==> src/rtl/mem_arbiter.sv <==
// mem_arbiter
//   Shares one single-port memory between an instruction-fetch port and a
//   data port. Data accesses win conflicts. After MAX_WAIT consecutive
//   denied fetch cycles, fetch wins the next conflict. Read data returns one
//   cycle after the grant and is steered to the port that owned the access.
//
// Ports
//   clk, rst           clock, synchronous active-high reset
//   if_req/if_addr     fetch request and byte address
//   if_gnt             fetch accepted this cycle
//   if_rvalid/if_rdata fetch data one cycle after if_gnt
//   d_req/d_addr       data request and byte address
//   d_wdata/d_we       store data and byte enables (d_we == 0 is a load)
//   d_gnt              data access accepted this cycle
//   d_rvalid/d_rdata   load data one cycle after a read d_gnt
//   mem_req/addr/wdata/we  memory strobe and access fields
//   mem_rdata          memory read data, valid one cycle after mem_req
//   conflict_cnt       free-running count of cycles with both requests high
module mem_arbiter #(
  parameter int MAX_WAIT = 4
) (
  input  logic        clk,
  input  logic        rst,
  input  logic        if_req,
  input  logic [31:0] if_addr,
  output logic        if_gnt,
  output logic        if_rvalid,
  output logic [31:0] if_rdata,
  input  logic        d_req,
  input  logic [31:0] d_addr,
  input  logic [31:0] d_wdata,
  input  logic [3:0]  d_we,
  output logic        d_gnt,
  output logic        d_rvalid,
  output logic [31:0] d_rdata,
  output logic        mem_req,
  output logic [31:0] mem_addr,
  output logic [31:0] mem_wdata,
  output logic [3:0]  mem_we,
  input  logic [31:0] mem_rdata,
  output logic [31:0] conflict_cnt
);

  localparam logic [3:0] MaxWait = 4'(MAX_WAIT);

  logic [3:0]  wait_q, wait_d;
  logic        if_own_q, if_own_d;
  logic        d_own_q, d_own_d;
  logic [31:0] cnt_q, cnt_d;
  logic        fetch_due;

  always_comb begin
    if_gnt    = 1'b0;
    d_gnt     = 1'b0;
    fetch_due = (wait_q == MaxWait);

    if (!rst) begin
      if (if_req && (!d_req || fetch_due)) begin
        if_gnt = 1'b1;
      end else if (d_req) begin
        d_gnt = 1'b1;
      end
    end

    mem_req   = if_gnt | d_gnt;
    mem_addr  = if_gnt ? if_addr : (d_gnt ? d_addr : 32'h0);
    mem_we    = d_gnt ? d_we : 4'h0;
    mem_wdata = d_gnt ? d_wdata : 32'h0;

    // Starvation counter only tracks an unbroken run of denied fetches.
    if (!if_req || if_gnt) begin
      wait_d = 4'h0;
    end else if (wait_q != MaxWait) begin
      wait_d = wait_q + 4'h1;
    end else begin
      wait_d = wait_q;
    end

    // Writes complete in the grant cycle, so only loads own a response slot.
    if_own_d = if_gnt;
    d_own_d  = d_gnt && (d_we == 4'h0);

    cnt_d = (if_req && d_req) ? cnt_q + 32'h1 : cnt_q;
  end

  always_ff @(posedge clk) begin
    if (rst) begin
      wait_q   <= 4'h0;
      if_own_q <= 1'b0;
      d_own_q  <= 1'b0;
      cnt_q    <= 32'h0;
    end else begin
      wait_q   <= wait_d;
      if_own_q <= if_own_d;
      d_own_q  <= d_own_d;
      cnt_q    <= cnt_d;
    end
  end

  // Gating with rst drops a response whose grant was followed by reset.
  assign if_rvalid    = if_own_q & ~rst;
  assign d_rvalid     = d_own_q & ~rst;
  assign if_rdata     = if_rvalid ? mem_rdata : 32'h0;
  assign d_rdata      = d_rvalid ? mem_rdata : 32'h0;
  assign conflict_cnt = cnt_q;

endmodule

==> config.mk <==
export PLATFORM = sky130hd
export DESIGN_NAME = mem_arbiter
export DESIGN_NICKNAME = d
export VERILOG_FILES = /design/src/rtl/mem_arbiter.sv
export SDC_FILE = /design/constraint.sdc
export NUM_CORES = 1
export LEC_CHECK = 0
export ABC_AREA = 0
export BUFFER_PORTS_ARGS = -buffer_cell sky130_fd_sc_hd__buf_2
export CORE_AREA = 2 2 119 121
export DETAILED_ROUTE_END_ITERATION = 16
export DIE_AREA = 0 0 121 123
export GPL_TIMING_DRIVEN = 0
export PLACE_DENSITY = 0.53
export REMOVE_ABC_BUFFERS = 1
export SLEW_MARGIN = 5
export SYNTH_ARGS = -nofsm -noshare
export SYNTH_HDL_FRONTEND = slang
export SYNTH_SLANG_ARGS = --single-unit
==> constraint.sdc <==
create_clock -name clk -period 4.6 [get_ports clk]
set_input_delay 0.23 -clock clk [delete_from_list [all_inputs] [get_ports clk]]
set_output_delay 0.23 -clock clk [all_outputs]
set_load 0.1 [all_outputs]
---- Word-level counts from Yosys, hierarchy flattened ----
Index checks and enable logic that the tools add are counted.
Widths: inputs -> output; s select.
word-level totals
  flip-flop bits (word level) ............. 38
  latch bits .............................. 0
  RAM bits ................................ 0
  ROM bits ................................ 0
  input port bits ......................... 136
  memories kept ........................... 0
operators by class
  add/sub/neg operators ................... 2
  multipliers ............................. 0
  div/mod/pow operators ................... 0
  $lt $le $gt $ge ......................... 0
  equality and inequality tests ........... 2
  shift-type cells ........................ 0
  multiplexer cells ....................... 11
  bitwise logic cells ..................... 4
  reductions and logical operators ........ 9
operator list
  operator               count
  $mux 32                5
  $add 32x1->32 const B  1
  $mux 1                 5
  $add 4x1->4 const B    1
  $eq 4x3->1 const B     1
  $logic_not 4->1        1
  $mux 4                 1
  $ne 4x3->1 const B     1
  $logic_and 1x1->1      3
  $and 1x1->1            2
  $logic_not 1->1        2
  $logic_or 1x1->1       2
  $reduce_or 2->1        1
  $not 1->1              1
  $or 1x1->1             1

---- Logic depth before layout (Yosys ltp) ----
  word-level depth ........................ 7
  mapped depth ............................ 7
  mapped depth without buffers ............ 6

---- Worst setup path before layout ----
Ideal clock, no wire load.
  kind .................................... register to output
  from .................................... register wait_q[0]
  to ...................................... output port mem_addr[22]
  arrival ................................. 3135 ps
  setup slack ............................. 1235 ps
  stages on the path, launching flop included .. 8
  cells stage by stage .................... dfxtp_1 -> inv_1 -> ha_1 -> and3b_1 -> nor2b_1 -> nor3b_1 -> clkbuf_1 -> a22o_1
between the ends
  elaborated cells on any way between the ends .. 9
  those cells by class .................... 1 x eq/ne; 6 x mux; 2 x reduce/logical
RTL lines
  item                      line  source
  start: declaration        46    logic [3:0] wait_q, wait_d;
  start signal: assignment  93    wait_q <= wait_d;
  $eq 4x3->1                55    fetch_due = (wait_q == MaxWait);
  $logic_or 1x1->1          58    if (if_req && (!d_req || fetch_due)) begin
  $logic_and 1x1->1         58
  $mux 1                    58
  $mux 1                    57    if (!rst) begin
  via if_gnt                26    output logic if_gnt,
  $mux 32                   66    mem_addr = if_gnt ? if_addr : (d_gnt ? d_addr : 32'h0);
  end: declaration          37    output logic [31:0] mem_addr,
The timed path passes the listed nets, and every way through them passes these cells.

---- Final worst setup path ----
  from .................................... register wait_q[0]
  to ...................................... output port mem_addr[26]
between the ends
  word-level cells in the longest chain between the ends .. 7
  elaborated cells on any way between the ends .. 9
  those cells by class .................... 1 x eq/ne; 6 x mux; 2 x reduce/logical
RTL lines
  item                 line
  $eq 4x3->1 *         55
  $logic_or 1x1->1 *   58
  $logic_and 1x1->1 *  58
  $mux 1               58
  $mux 1               57
  $mux 32              66
  $mux 32 *            66
Every way passes the cells marked *; elsewhere a longest branch is shown, timed or not.

==> results.ini <==
[final_layout]
final_nets = 787
final_cell_area_um2 = 4600
syn_to_final_growth_pct = 67.7
drive_gt1_frac = 0.495
utilization = 0.338
num_antenna_cells = 0

[clock_network]
cts_setup_buffers = 0
postCtsHoldBufs = 0
insertion_delay_ps = 270
cts_sinks = 38
cts_tree = yes
htree_levels = 2
ctsResizeCount = 0
clockRootBuffer = clkbuf_16
clock_path_buffers = 2
path_clk_slew_ps = 60
numCtsBuffers = 5

[floorplan]
die_h_um = 123
dieArea_um2 = 14900
initial_core_util = 0.202
num_rows = 43
ioPinCount = 305
coreArea_um2 = 13600
die_w_um = 121

[sta]
max_freq_mhz = 312
hold_viol = 0
period_share = 0.697
fin_skew_ps = 6.62
rsz0062_at_grt = no
max_slew_margin = 0.344
slew_viol_final = 0
worstMarginPinSlew_ps = 979
setup_viol = 0
min_period_ps = 3210

[synth]
ys_top_cells_by_area = dfxtp_1, and2_1, a22o_1
synth.top_cell.area_share = 0.277
ys_seq_area_frac = 0.277
ys_ff_latch = 38
synth_flop_cell = dfxtp_1
synthDistinctLibCells = 30
synth_area_um2 = 2740
postSynthAreaPerCell_um2 = 7.66
async_reset_ff_frac = 0
synth_enable_flop_cells = 0
yosysWarnings = 0
post-synth-top-area-cell = dfxtp_1
synth_cells = 358
yosysMostFrequentCell = and2_1
synth_common_cells = and2_1, dfxtp_1, a22o_1, a21oi_1, clkbuf_1

[place]
gp_congestion = 0.813
place_area_um2 = 4470
place_hpwl_um = 12200
port_buffers = 304

[global_routing]
overflow = 0
grt_pass1_wl_um = 19200
antenna_found_initial = 0
grtUsageTotal = 0.170
grt_start_max_net_pins = 48
grt_pass1_vias = 3304

[power]
finalPower_mw = 1.11
seqPwrFrac = 0.300
clkPwrFrac = 0.291
power.internal_uw = 620
p_comb_frac = 0.409
p_sw_frac = 0.441
p_leak_nw = 2.44
net-switching-power_uw = 489
p_per_area_nw_per_um2 = 241
ir_drop_mv = 0.152

[detailed_routing]
route.detailed.drc = 0
wl_met1_um = 6900
wl_met2_um = 6200
via_count = 3721
drtIter0Drc = 160
top_layer_used = met4
avgRoutedWirePerCell_um = 17.0
dr_wl_met3_um = 925
first_pass_iters = 4
drt_wl_total_um = 14100
ant_nets = 0
drt-vias-per-instance = 4.49

[job]
cap_viol_max_count = 0

[worst_setup_path]
worst-endpoint-required_ps = 4370
critPathLaunchType = flip-flop
worstPathArrival_ps = 2980
path_class = flip-flop to output port
endpoint_kind = output port
critPathMaxFanout = 17

[run_status]
status = finished clean

[min_path]
hp-class = input pin to flip-flop

## power groups by stage
stage,Clock (mW),Combinational (mW),Sequential (mW)
global placement,0,0.449,0.340
global route,0.342,0.470,0.334
CTS,0.331,0.456,0.333
detailed placement,0,0.456,0.341
finish,0.323,0.453,0.333
floorplan,0,0.319,0.348
## placed cells by master (no fill, tap or decap), types with 2 or more instances in the layout
master,n
ha_1,3
inv_1,9
o21ai_0,6
buf_8,2
and4_1,2
a22o_1,32
xor2_1,2
nand3_1,7
clkbuf_16,5
nor2_1,15
buf_2,304
dfxtp_1,38
or4_1,18
nor2b_2,2
or3_1,7
nand2_1,13
nor4_1,2
xnor2_1,8
nand4_1,10
nor3_1,5
and2_1,103
o31ai_1,16
clkinv_2,2
a21oi_1,24
and3_1,3
## final timing paths
check | from | to | slack [ps] | cells after the start
max | wait_q[0]$_SDFFE_PP0N_ | mem_addr[26] | 1390 | 8
min | d_we[3] | d_own_q$_SDFF_PP0_ | 270 | 3
max reg2reg | conflict_cnt[0]$_SDFFE_PP0P_ | conflict_cnt[18]$_SDFFE_PP0P_ | 2220 | 5
min reg2reg | wait_q[0]$_SDFFE_PP0N_ | wait_q[0]$_SDFFE_PP0N_ | 460 | 1
## sequential cells by signal, indices dropped and copies added (netlist names)
register / cells
conflict_cnt: 32
wait_q: 4
d_own_q: 1
if_own_q: 1
## logic make-up (layout without fill, tap and decap cells)
logic type      count (synthesis)  count (layout)  synth area share
fa+ha+maj                       3               3            0.0137
compound gates                 79              79             0.202
simple gates                  194             194             0.425
flops                          38              38             0.277
buf+inv                        34             324            0.0497
xor+xnor                       10              10            0.0319
## critical path: stages, from the launching register on
cell	delay [ps]
dfxtp_1	330
inv_1	60
ha_1	170
and3b_1	250
nor2b_1	90
nor3b_2	790
buf_4	350
a22o_1	200
buf_2	440
## per-layer routing
metal | track usage | vias to the layer above
met5 | 0 | -
met4 | 0.0153 | 0
met3 | 0.0346 | 2
met2 | 0.261 | 158
met1 | 0.253 | 1711
li1 | - | 1850
## area by class of cell
type	count	area, µm²
clock buffer	5	125
clock inverter	2	10.0
fill	1496	9010
inverter	9	33.8
multi-input combinational	286	1870
sequential	38	761
tap	180	225
timing repair buffer	308	1580
## stage by stage
| step | instances | worst slack (ps) | TNS [ps] | hold slack (ps) |
|---|---|---|---|---|
| 2_1_floorplan | 333 | -1390 | -76710 | 299 |
| 3_3_place_gp | 817 | -298 | -12650 | 439 |
| 3_5_place_dp | 821 | 1660 | 0 | 464 |
| 4_1_cts | 828 | 1360 | 0 | 268 |
| 5_1_grt | 828 | 1160 | 0 | 278 |
| 6_report | 828 | 1390 | 0 | 265 |
(Power assumes the default switching activity.)
